**src/rtl/pin_entry_if.sv**
```systemverilog
// Keypad, authenticator and status signals of the PIN entry controller.
interface pin_entry_if;
    logic        start;
    logic        cancel;
    logic        key_valid;
    logic [3:0]  key_digit;
    logic        key_enter;
    logic        key_clear;
    logic        acc_found_stat;
    logic        acc_auth_stat;
    logic [3:0]  acc_num;
    logic [15:0] pin;
    logic        busy;
    logic        auth_done;
    logic        auth_ok;
    logic        entry_err;
    logic        timeout;
    logic        locked;
    logic [1:0]  attempts_left;

    // Controller side
    modport slave (
        input  start, cancel, key_valid, key_digit, key_enter, key_clear,
               acc_found_stat, acc_auth_stat,
        output acc_num, pin, busy, auth_done, auth_ok, entry_err, timeout, locked,
               attempts_left
    );

    // Keypad/authenticator side
    modport master (
        output start, cancel, key_valid, key_digit, key_enter, key_clear,
               acc_found_stat, acc_auth_stat,
        input  acc_num, pin, busy, auth_done, auth_ok, entry_err, timeout, locked,
               attempts_left
    );
endinterface

```
**src/rtl/pin_entry_controller.sv**
```systemverilog
// Collects account number and PIN from the keypad, checks them against the
// authenticator, and enforces retry limit, lockout and inactivity timeout.
module pin_entry_controller #(
    parameter int unsigned MAX_ATTEMPTS   = 3,
    parameter int unsigned PIN_DIGITS     = 4,
    parameter int unsigned TIMEOUT_CYCLES = 50000
) (
    input  logic        clk,
    input  logic        rst_n,
    pin_entry_if.slave  bus
);

    typedef enum logic [2:0] {
        StIdle, StGetAcc, StGetPin, StCheck, StDoneOk, StLocked
    } state_e;

    state_e      state_q, state_d;
    logic [4:0]  acc_q, acc_d;
    logic [2:0]  cnt_q, cnt_d;
    logic [3:0]  acc_num_q, acc_num_d;
    logic [15:0] pin_q, pin_d;
    logic [1:0]  attempts_q, attempts_d;
    logic [15:0] timer_q, timer_d;
    logic        auth_done_q, auth_done_d;
    logic        entry_err_q, entry_err_d;
    logic        timeout_q, timeout_d;

    logic        key_any;
    logic        digit_ok;
    logic        timer_end;
    logic [6:0]  acc_ext;
    logic [4:0]  acc_sat;
    logic [15:0] pin_ext;

    assign key_any   = bus.key_valid | bus.key_enter | bus.key_clear;
    assign digit_ok  = bus.key_valid && (bus.key_digit <= 4'd9);
    assign timer_end = (timer_q == 16'(TIMEOUT_CYCLES - 1));
    assign acc_ext   = 7'(acc_q) * 7'd10 + 7'(bus.key_digit);
    // Saturate so an oversized two-digit account can never wrap into 1..15
    assign acc_sat   = (acc_ext > 7'd31) ? 5'd31 : acc_ext[4:0];
    assign pin_ext   = pin_q * 16'd10 + 16'(bus.key_digit);

    // Next-state and registered-output logic
    always_comb begin
        state_d     = state_q;
        acc_d       = acc_q;
        cnt_d       = cnt_q;
        acc_num_d   = acc_num_q;
        pin_d       = pin_q;
        attempts_d  = attempts_q;
        auth_done_d = 1'b0;
        entry_err_d = 1'b0;
        timeout_d   = 1'b0;

        case (state_q)
            StIdle: begin
                if (bus.start) begin
                    state_d    = StGetAcc;
                    acc_d      = '0;
                    cnt_d      = '0;
                    acc_num_d  = '0;
                    pin_d      = '0;
                    attempts_d = 2'(MAX_ATTEMPTS);
                end
            end
            StGetAcc: begin
                if (bus.key_clear) begin
                    acc_d = '0;
                    cnt_d = '0;
                end else if (bus.key_enter) begin
                    if (cnt_q != 3'd0 && acc_q >= 5'd1 && acc_q <= 5'd15) begin
                        acc_num_d = acc_q[3:0];
                        pin_d     = '0;
                        cnt_d     = '0;
                        state_d   = StGetPin;
                    end else begin
                        entry_err_d = 1'b1;
                        acc_d       = '0;
                        cnt_d       = '0;
                    end
                end else if (digit_ok) begin
                    if (cnt_q < 3'd2) begin
                        acc_d = acc_sat;
                        cnt_d = cnt_q + 3'd1;
                    end
                end else if (!key_any && timer_end) begin
                    state_d   = StIdle;
                    timeout_d = 1'b1;
                end
            end
            StGetPin: begin
                if (bus.key_clear) begin
                    pin_d = '0;
                    cnt_d = '0;
                end else if (bus.key_enter) begin
                    if (cnt_q == 3'(PIN_DIGITS)) begin
                        state_d = StCheck;
                    end else begin
                        entry_err_d = 1'b1;
                        pin_d       = '0;
                        cnt_d       = '0;
                    end
                end else if (digit_ok) begin
                    if (cnt_q < 3'(PIN_DIGITS)) begin
                        pin_d = pin_ext;
                        cnt_d = cnt_q + 3'd1;
                    end
                end else if (!key_any && timer_end) begin
                    state_d   = StIdle;
                    timeout_d = 1'b1;
                end
            end
            StCheck: begin
                auth_done_d = 1'b1;
                if (!bus.acc_found_stat) begin
                    state_d     = StGetAcc;
                    entry_err_d = 1'b1;
                    acc_num_d   = '0;
                    pin_d       = '0;
                    acc_d       = '0;
                    cnt_d       = '0;
                end else if (bus.acc_auth_stat) begin
                    state_d = StDoneOk;
                end else if (attempts_q > 2'd1) begin
                    state_d     = StGetPin;
                    entry_err_d = 1'b1;
                    attempts_d  = attempts_q - 2'd1;
                    pin_d       = '0;
                    cnt_d       = '0;
                end else begin
                    state_d     = StLocked;
                    entry_err_d = 1'b1;
                    attempts_d  = '0;
                end
            end
            default: ;
        endcase

        // Timeout aborts share the cancel clears
        if (timeout_d) begin
            acc_num_d = '0;
            pin_d     = '0;
            acc_d     = '0;
            cnt_d     = '0;
        end

        // Cancel overrides everything except lockout
        if (bus.cancel && state_q != StLocked) begin
            state_d     = StIdle;
            acc_num_d   = '0;
            pin_d       = '0;
            acc_d       = '0;
            cnt_d       = '0;
            auth_done_d = 1'b0;
            entry_err_d = 1'b0;
            timeout_d   = 1'b0;
        end

        // Inactivity timer runs only while waiting for keys in an entry state
        if (state_d != state_q || key_any ||
            !(state_q == StGetAcc || state_q == StGetPin)) begin
            timer_d = '0;
        end else begin
            timer_d = timer_q + 16'd1;
        end
    end

    // State and datapath registers
    always_ff @(posedge clk or negedge rst_n) begin
        if (!rst_n) begin
            state_q     <= StIdle;
            acc_q       <= '0;
            cnt_q       <= '0;
            acc_num_q   <= '0;
            pin_q       <= '0;
            attempts_q  <= 2'(MAX_ATTEMPTS);
            timer_q     <= '0;
            auth_done_q <= 1'b0;
            entry_err_q <= 1'b0;
            timeout_q   <= 1'b0;
        end else begin
            state_q     <= state_d;
            acc_q       <= acc_d;
            cnt_q       <= cnt_d;
            acc_num_q   <= acc_num_d;
            pin_q       <= pin_d;
            attempts_q  <= attempts_d;
            timer_q     <= timer_d;
            auth_done_q <= auth_done_d;
            entry_err_q <= entry_err_d;
            timeout_q   <= timeout_d;
        end
    end

    assign bus.acc_num       = acc_num_q;
    assign bus.pin           = pin_q;
    assign bus.busy          = (state_q == StGetAcc) || (state_q == StGetPin) ||
                               (state_q == StCheck);
    assign bus.auth_done     = auth_done_q;
    assign bus.auth_ok       = (state_q == StDoneOk);
    assign bus.entry_err     = entry_err_q;
    assign bus.timeout       = timeout_q;
    assign bus.locked        = (state_q == StLocked);
    assign bus.attempts_left = attempts_q;

endmodule
```
**src/flat_wrapper.sv**
```systemverilog
// flat-port wrapper written by rule: the top's interface ports become plain ports
module pin_entry_controller_flat 
#(
    parameter int unsigned MAX_ATTEMPTS   = 3,
    parameter int unsigned PIN_DIGITS     = 4,
    parameter int unsigned TIMEOUT_CYCLES = 50000
)
  (clk, rst_n, bus_start, bus_cancel, bus_key_valid, bus_key_digit, bus_key_enter, bus_key_clear, bus_acc_found_stat, bus_acc_auth_stat, bus_acc_num, bus_pin, bus_busy, bus_auth_done, bus_auth_ok, bus_entry_err, bus_timeout, bus_locked, bus_attempts_left);
  pin_entry_if bus_i ();
  input  logic clk;
  input  logic rst_n;
  input wire logic [$bits(bus_i.start)-1:0] bus_start;
  input wire logic [$bits(bus_i.cancel)-1:0] bus_cancel;
  input wire logic [$bits(bus_i.key_valid)-1:0] bus_key_valid;
  input wire logic [$bits(bus_i.key_digit)-1:0] bus_key_digit;
  input wire logic [$bits(bus_i.key_enter)-1:0] bus_key_enter;
  input wire logic [$bits(bus_i.key_clear)-1:0] bus_key_clear;
  input wire logic [$bits(bus_i.acc_found_stat)-1:0] bus_acc_found_stat;
  input wire logic [$bits(bus_i.acc_auth_stat)-1:0] bus_acc_auth_stat;
  output wire logic [$bits(bus_i.acc_num)-1:0] bus_acc_num;
  output wire logic [$bits(bus_i.pin)-1:0] bus_pin;
  output wire logic [$bits(bus_i.busy)-1:0] bus_busy;
  output wire logic [$bits(bus_i.auth_done)-1:0] bus_auth_done;
  output wire logic [$bits(bus_i.auth_ok)-1:0] bus_auth_ok;
  output wire logic [$bits(bus_i.entry_err)-1:0] bus_entry_err;
  output wire logic [$bits(bus_i.timeout)-1:0] bus_timeout;
  output wire logic [$bits(bus_i.locked)-1:0] bus_locked;
  output wire logic [$bits(bus_i.attempts_left)-1:0] bus_attempts_left;
  assign bus_i.start = bus_start;
  assign bus_i.cancel = bus_cancel;
  assign bus_i.key_valid = bus_key_valid;
  assign bus_i.key_digit = bus_key_digit;
  assign bus_i.key_enter = bus_key_enter;
  assign bus_i.key_clear = bus_key_clear;
  assign bus_i.acc_found_stat = bus_acc_found_stat;
  assign bus_i.acc_auth_stat = bus_acc_auth_stat;
  assign bus_acc_num = bus_i.acc_num;
  assign bus_pin = bus_i.pin;
  assign bus_busy = bus_i.busy;
  assign bus_auth_done = bus_i.auth_done;
  assign bus_auth_ok = bus_i.auth_ok;
  assign bus_entry_err = bus_i.entry_err;
  assign bus_timeout = bus_i.timeout;
  assign bus_locked = bus_i.locked;
  assign bus_attempts_left = bus_i.attempts_left;
  pin_entry_controller #(.MAX_ATTEMPTS(MAX_ATTEMPTS), .PIN_DIGITS(PIN_DIGITS), .TIMEOUT_CYCLES(TIMEOUT_CYCLES)) u_core (.clk(clk), .rst_n(rst_n), .bus(bus_i));
endmodule
```
**config.mk**
```make
export PLATFORM = sky130hd
export DESIGN_NAME = pin_entry_controller_flat
export DESIGN_NICKNAME = d
export VERILOG_FILES = /design/src/rtl/pin_entry_if.sv /design/src/rtl/pin_entry_controller.sv /design/src/flat_wrapper.sv
export SDC_FILE = /design/constraint.sdc
export NUM_CORES = 1
export LEC_CHECK = 0
export BUFFER_PORTS_ARGS = -buffer_cell sky130_fd_sc_hd__clkbuf_2
export CORE_ASPECT_RATIO = 1.1
export CORE_MARGIN = 2
export CORE_UTILIZATION = 64
export DETAILED_ROUTE_END_ITERATION = 10
export HOLD_SLACK_MARGIN = 0.03
export MAX_ROUTING_LAYER = met4
export PLACE_DENSITY = 0.91
export SLEW_MARGIN = 10
export SYNTH_ARGS = -nofsm -noshare
export SYNTH_HDL_FRONTEND = slang
export SYNTH_SLANG_ARGS = --single-unit
```
**constraint.sdc**
```tcl
create_clock -name clk -period 4.7 [get_ports clk]
set_input_delay 0.47 -clock clk [delete_from_list [all_inputs] [get_ports clk]]
set_output_delay 0.47 -clock clk [all_outputs]
set_load 0.005 [all_outputs]
```
* After elaboration in Yosys (flattened, before gate mapping)
Cells that the tools add are included.
** Cells by class
- Magnitude comparators :: 7
- Reduce and logical (&&, ||, !) cells :: 22
- Add/sub/neg operators :: 5
- Muxes and demuxes :: 88
- Eq/ne operators :: 25
- Bitwise gates (word level) :: 2
- Multipliers :: 2
** Operators by type and width (count)
- 2-to-1 mux 16 bit :: 15
- 2-to-1 mux 3 bit :: 28
- one-hot mux 16 bit (4 select lines) :: 1
- 2-to-1 mux 5 bit :: 10
- 2-to-1 mux 4 bit :: 7
- != test 6 x 4 -> 1 bit (second input constant) :: 4
- one-hot mux 3 bit (4 select lines) :: 2
- 2-to-1 mux 1 bit :: 17
- adder 16 x 1 -> 16 bit (second input constant) :: 1
- adder 16 x 4 -> 16 bit :: 1
- == test 16 bit (second input constant) :: 1
- multiplier 16 x 3 -> 15 bit (second input constant) :: 1
- one-hot mux 5 bit (3 select lines) :: 1
- != test 4 x 3 -> 1 bit (second input constant) :: 3
- != test 6 bit (second input constant) :: 2
- one-hot mux 4 bit (3 select lines) :: 1
- AND reduction 6 bit :: 2
- AND reduction 10 bit :: 1
- == test 3 bit (second input constant) :: 3
- AND reduction 9 bit :: 1
- 2-to-1 mux 2 bit :: 4
- != test 4 x 2 -> 1 bit (second input constant) :: 2
- adder 7 x 4 -> 7 bit :: 1
- > comparator 7 x 5 -> 1 bit (second input constant) :: 1
- 29 further kinds :: 41
** Storage, ports and cells
- Output and inout bits :: 28
- Word-level logic and storage cells :: 161
- Register bits :: 52
- Bits of input ports :: 13

* Depth between registers and ports, before layout
Gate-level depths: netlist (run 1).
- Word-level depth :: 14
- Depth in mapped cells :: 10
- Depth with buffers taken out :: 10

* Worst setup path before layout (run 1)
OpenSTA, ideal clock, no wires.
- Path type :: register to register
- Start :: register u_core.pin_q[1] (netlist: u_core.bus.pin[1])
- End :: register u_core.pin_q[15] (netlist: u_core.bus.pin[15])
- Required time :: 4576 ps
- Period minus slack after synthesis :: 2923 ps
- Setup time :: 124 ps
- Data arrival time :: 2799 ps
- Buffers on the path :: 0
- Cell stages (with the launch flop) :: 11
- Setup slack :: 1777 ps
- Cells stage by stage :: dfrtp_1 > ha_1 > ha_1 > fa_1 > a21o_2 > a21oi_1 > xnor2_1 > nand3b_1 > nor4_4 > a2111oi_0 > a211o_1
** Between the ends
- Cells in the longest elaborated chain, start to end :: 9
** RTL lines
- from (decl) :: RTL line pin_entry_controller.sv:21 : logic [15:0] pin_q, pin_d;
- from (signal assigned) :: RTL line pin_entry_controller.sv:186 : pin_q <= pin_d;
- multiplier 16 x 3 -> 15 bit :: RTL line pin_entry_controller.sv:41 : assign pin_ext = pin_q * 16'd10 + 16'(bus.key_digit);
- adder 16 x 4 -> 16 bit :: RTL line pin_entry_controller.sv:41
- 2-to-1 mux 16 bit :: RTL line pin_entry_controller.sv:104 : if (cnt_q < 3'(PIN_DIGITS)) begin
- 2-to-1 mux 16 bit :: RTL line pin_entry_controller.sv:103 : end else if (digit_ok) begin
- 2-to-1 mux 16 bit :: RTL line pin_entry_controller.sv:95 : end else if (bus.key_enter) begin
- 2-to-1 mux 16 bit :: RTL line pin_entry_controller.sv:92 : if (bus.key_clear) begin
- one-hot mux 16 bit (4 select lines) :: RTL line pin_entry_controller.sv:55 : case (state_q)
- 2-to-1 mux 16 bit :: RTL line pin_entry_controller.sv:140 : if (timeout_d) begin
- 2-to-1 mux 16 bit :: RTL line pin_entry_controller.sv:148 : if (bus.cancel && state_q != StLocked) begin
Every way passes these cells. The select of a mux whose other input is x is not followed.
A chain may end at the register's enable or synchronous reset.

* Worst setup path in the final report (run 1)
Same ends and word-level chain as after synthesis.

==> impl_metrics.tcl, run 1 <==
set metrics [dict create \
    status "completed" \
    synth_fa_ha_area_share_pct 13.4 \
    synth.mux.area_fraction_pct 0.285 \
    insertion_delay_ps 310 \
    cts.clk_slew.worst_paths_ps 100 \
    ys_top_cells_by_area "dfrtp_1 32%, ha_1 11%, xnor2_1 4.7%" \
    dp_hpwl_mm 6.62 \
    yosysUniqueCellTypes 64 \
    synth_compound_area_share_pct 20.4 \
    fin_crit_sh_pct 68.3 \
    drt_first_iter_violations 197 \
    cap_violations 0 \
    synthesis.area_um2 3950 \
    syn_avg_cell_area_um2 8.97 \
    leakage_uw 0.00212 \
    cp_slowest_cell "dfrtp_1" \
    via_per_inst 6.18 \
    num_vias 3454 \
    die_height_um 86.4 \
    layout.nets 531 \
    io_pins 41 \
    dp_slack_ps 1570 \
    root_buffer "clkbuf_8" \
    drive_gt1_share_pct 13.8 \
    setup_tns_ps 0 \
    rows 30 \
    worstPathMaxFanout 5 \
    setup_slack_ps 1490 \
    clk_path_buf_depth 2 \
    grt_pass1_vias 3310 \
    place_congestion 0.911 \
    ant_nets 0 \
    cts_hold_buf 0 \
    synth-simple-area-share_pct 21.6 \
    vdd_drop_max_v 0.000133 \
    grt_pass1_wl_mm 15.0 \
    crit_path_end_kind "flop" \
    synth.ff_latch_count 52 \
    synthToLayoutAreaGrowth_pct 9.56 \
    gr-usage-all-layers_pct 27.8 \
    fin_crit_ps 3210 \
    hold_viol_final 0 \
    drc_errors 0 \
    synth_most_common_cell "dfrtp_1" \
    h-tree-depth 2 \
    synthCells 441 \
    die_w_um 78.9 \
    n_antenna_cell 0 \
    relSlewSlack_pct 40.5 \
    wl_per_cell_um 15.8 \
    post_cts_resized 0 \
    start_util_pct 65.0 \
    crit_buf_inv 0 \
    cts_tree "built" \
    fp.dieArea_um2 6820 \
    synth_nets 494 \
    ys_seq_area_share_pct 33.0 \
    grt_start_max_net_pins 53 \
    rsz0062_at_grt "false" \
    critPathTopFamily "adder cells" \
    worstPathRequired_ps 4900 \
    crit_arrival_ps 3410 \
    max_freq_mhz 312 \
    cts_made_buffers 5 \
    synth_top_area_cell "dfrtp_1" \
    finalWirelength_mm 8.81 \
    crit_path_start_kind "flop" \
    antenna_found_initial 0 \
    tightestPinTransition_ps 886 \
    coreArea_um2 6080 \
    synth_ff_type "dfrtp_1" \
    crit_chain "ha_1 > ha_1 > fa_1 > a21o_2 > a21oi_1 > xnor2_1 > nand3b_1 > nor4_4 > a2111oi_0 > a211o_1" \
    crit_top_cell "ha_1" \
    cts_num_sinks 52 \
    ys_top_cells_by_count "50 x dfrtp_1, 44 x nor2_1, 37 x nand2_1" \
    synth_edf_count 0 \
    skew_ps 4.72 \
    ys_async_sr_fraction_pct 100 \
    synth_top_family_by_area "simple AND/OR/NAND/NOR gates" \
    netlist.area_leader.share_pct 31.6 \
    slew_viol_final 0 \
    synth_xor_area_share_pct 7.53 \
    setup_viol 0 \
    yosys_warnings 0 \
    slowest_delay_ps 460 \
    drt-pass1-iter-count 5 \
    grt_overflow_total 0 \
    critical_path_class "reg -> reg" \
    cts_setup_buffers 0 \
    io_buffers 40 \
    power_density_nw_per_um2 195 \
    hp-class "in -> async" \
]
final timing paths:
path,from,end,slack (ps),depth (start not counted)
max,u_core.bus.pin[1],u_core.bus.pin[15],1490,10
min,rst_n,u_core.timer_q[11],270,2
max reg2reg,u_core.bus.pin[1],u_core.bus.pin[15],1490,10
min reg2reg,u_core.timer_q[0],u_core.timer_q[0],470,1
max in group asynchronous,rst_n,u_core.bus.entry_err,4000,2
min in group clk,bus_key_digit[0],u_core.bus.pin[0],420,3
layout by cell type (no fill, tap or decap), types with 4 or more instances in the layout:
cell | synthesis | layout
o21a_1 | 4 | 4
and3_1 | 15 | 15
a21oi_1 | 17 | 17
fa_1 | 4 | 4
xor2_1 | 13 | 13
inv_1 | 27 | 27
nand2b_1 | 5 | 5
nand3_1 | 13 | 13
dfrtp_1 | 50 | 50
nor2b_1 | 5 | 5
nor2_1 | 44 | 44
nand4_1 | 8 | 8
a211oi_1 | 4 | 4
a21o_1 | 6 | 6
xnor2_1 | 21 | 21
o211ai_1 | 7 | 7
ha_1 | 36 | 36
nand2_1 | 37 | 37
o31ai_1 | 12 | 12
o21ai_1 | 5 | 5
nor3_1 | 7 | 7
clkbuf_2 | 0 | 40
a32oi_1 | 4 | 4
a211o_1 | 5 | 5
clkbuf_8 | 0 | 5
o21ai_0 | 24 | 24
kinds of logic (layout without fill, tap and decap cells):
group / Yosys count / in the layout
multiplexers: 1 / 1
AND/OR/NAND/NOR: 162 / 162
flip-flops: 52 / 52
buffers and inverters: 39 / 77
AO/OA/AOI/OAI: 113 / 113
adder cells (fa/ha/maj): 40 / 40
XOR/XNOR: 34 / 34
flip-flops by register name, summed over array words and instances (netlist names), 2 cells and up:
signal                    count
u_core.bus.acc_num            4
u_core.cnt_q                  3
u_core.bus.pin               16
u_core.timer_q               16
u_core.bus.attempts_left      2
u_core.state_q                3
u_core.acc_q                  5
stage by stage:
stage                     utilization [%]  power, uW  cell area [um2]  std cells  hold slack [ps]
after global routing                 71.2        874             4330        559              335
after global placement               69.4        529             4220        551              442
after floorplan                         -        502             3950        441              174
final                                71.2        844             4330        559              267
after detailed placement             69.4        532             4220        551              449
after CTS                            71.2        850             4330        559              292
per-layer routing:
metal / wire, um / vias to the layer above / part of all wire [%] / global-route usage, %
met5: 0 / - / 0 / -
met4: 193 / 0 / 2.2 / 7.99
met3: 313 / 19 / 3.6 / 3.23
met2: 4480 / 103 / 51 / 49.2
met1: 3830 / 1658 / 43 / 33.6
li1: - / 1674 / - / -
final cells by class:
cell class                 count  area, um2
clock buffer                   6       72.6
inverter                      27        101
sequential                    52       1300
fill                         471       1750
timing repair buffer          42        215
clock inverter                 2       38.8
multi-input combinational    350       2500
tap                           80        100
power by group:
group,leakage [uW],internal (uW),switching (uW)
sequential,0.000718,449,4.38
combinational,0.00135,21.7,49.4
clock,0.0000558,161,159
Power figures use the tool's default switching activity.
==> inputs of run 2 (changes only) <==
Settings changed: CORE_UTILIZATION 64 to 60, PLACE_DENSITY 0.91 to 0.86.
Clock period 4.7 ns to 3 ns, I/O delays scaled along.
==> run 2 against run 1 <==
Clock skew increased by 7.9 ps. Largest power group unchanged. Wire length is 15% higher. Worst hold slack worse by 34 ps.
==> impl_metrics.tcl, run 2 (synthesis gave the netlist of run 1 again) <==
set metrics [dict create \
    placed_area_um2 4340 \
    crit_path_end_kind "flop" \
    clk_path_buf_depth 2 \
    fin_crit_ps 2960 \
    worstPathMaxFanout 4 \
    final_util_pct 72.3 \
    leakage_uw 0.00220 \
    crit_arrival_ps 3190 \
    skew_ps 12.6 \
    grt_pass1_vias 3507 \
    dp_hpwl_mm 6.91 \
    setup_viol 0 \
    via_per_inst 6.24 \
    die_w_um 81.4 \
    status "completed" \
    h-tree-depth 2 \
    hold_viol_final 0 \
    rows 31 \
    rsz0062_at_grt "true" \
    n_antenna_cell 0 \
    finalWirelength_mm 10.1 \
    die_height_um 89.1 \
    num_vias 3662 \
    drive_gt1_share_pct 22.4 \
    place_congestion 0.900 \
    cts_tree "built" \
    max_freq_mhz 337 \
    fin_crit_sh_pct 98.8 \
    ant_nets 0 \
    crit_path_start_kind "flop" \
    r2r-start "u_core.bus.pin[2]" \
    slew_viol_final 0 \
    vdd_drop_max_v 0.000250 \
    synthToLayoutAreaGrowth_pct 18.4 \
    cts.clk_slew.worst_paths_ps 110 \
    grt_pass1_wl_mm 16.2 \
    gr-usage-all-layers_pct 29.6 \
    wl_per_cell_um 17.2 \
    worstPathRequired_ps 3230 \
    fillers 466 \
    critical_path_class "reg -> reg" \
    io_buffers 40 \
    cts_num_sinks 52 \
    fin_area_um2 4680 \
    grt_start_max_net_pins 35 \
    drc_errors 0 \
    root_buffer "clkbuf_8" \
    worst_hold_slack_ps 233 \
    most-common-layout-cells "48 x dfrtp_1, 44 x nor2_1, 40 x clkbuf_2" \
    antenna_found_initial 0 \
    rrSetupSlack_ps 40 \
    grt_overflow_total 0 \
    drt-pass1-iter-count 5 \
    power_density_nw_per_um2 269 \
    cap_violations 0 \
    io_pins 41 \
    cp-startpoint "u_core.bus.pin[2]" \
    cts_made_buffers 5 \
    fp.dieArea_um2 7260 \
    layout_commonest_cell "dfrtp_1" \
    hp-start "bus_key_digit[0]" \
    layout.nets 557 \
    tightestPinTransition_ps 769 \
    relSlewSlack_pct 48.5 \
    coreArea_um2 6480 \
    drt_first_iter_violations 253 \
    hp-class "in -> reg" \
    start_util_pct 61.0 \
    insertion_delay_ps 320 \
]
## run 2: layout make-up
class	count	area, um2	share of cell area (%)
Clock buffer	5	68.8	1.47
Timing Repair Buffer	68	413	8.82
Tap cell	82	103	2.19
Sequential cell	52	1310	27.9
Inverter	27	101	2.17
Multi-Input combinational cell	350	2660	56.9
Clock inverter	3	26.3	0.561
## run 2: worst max-delay path, stage by stage, from the launching register on
cell and delay, ps:
dfrtp_1 430, buf_4 150, ha_2 180, ha_4 170, fa_2 380, a21o_2 240, nand4_1 160, a31oi_1 130
xnor2_1 150, buf_4 160, nor4_4 300, buf_4 170, xnor2_1 80, a22o_1 180
## run 2: metal layers
layer,vias to the layer above,GRT usage [%],routed length [um]
met5,-,-,0
met4,0,12.6,359
met3,34,4.85,377
met2,115,49.5,5240
met1,1776,35.2,4140
li1,1737,-,-
## run 2: worst paths after layout
path / endpoint / depth (start not counted)
max: u_core.bus.pin[13] / 13
min: u_core.bus.pin[0] / 3
max reg2reg: u_core.bus.pin[13] / 13
min reg2reg: u_core.timer_q[0] / 1
max in group asynchronous: u_core.bus.pin[3] / 3
min in group asynchronous: u_core.timer_q[11] / 2
## run 2: through the flow
stage	setup TNS (ps)	std cells	power [uW]	setup slack, ps
global placement	0	569	831	67.0
detailed placement	-52.2	569	836	-52.2
CTS	-12.2	583	1260	-12.2
global route	-181	587	1300	-91.2
finish	0	587	1260	36.7
floorplan	0	441	786	77.4
## run 2: report_power, final
part	switching [uW]	internal, uW	total (uW)
logic	76.7	37.1	114
registers	6.85	703	710
clock network	266	170	437
## run 2: timing repair
item / in CTS / in global routing
hold buffers: 1 / 0
setup endpoints to repair: 1 / 4
buffers inserted: 5 / 4
resized for setup: 13 / 12
pin swaps: 10 / 4
hold endpoints to repair: 16 / 0
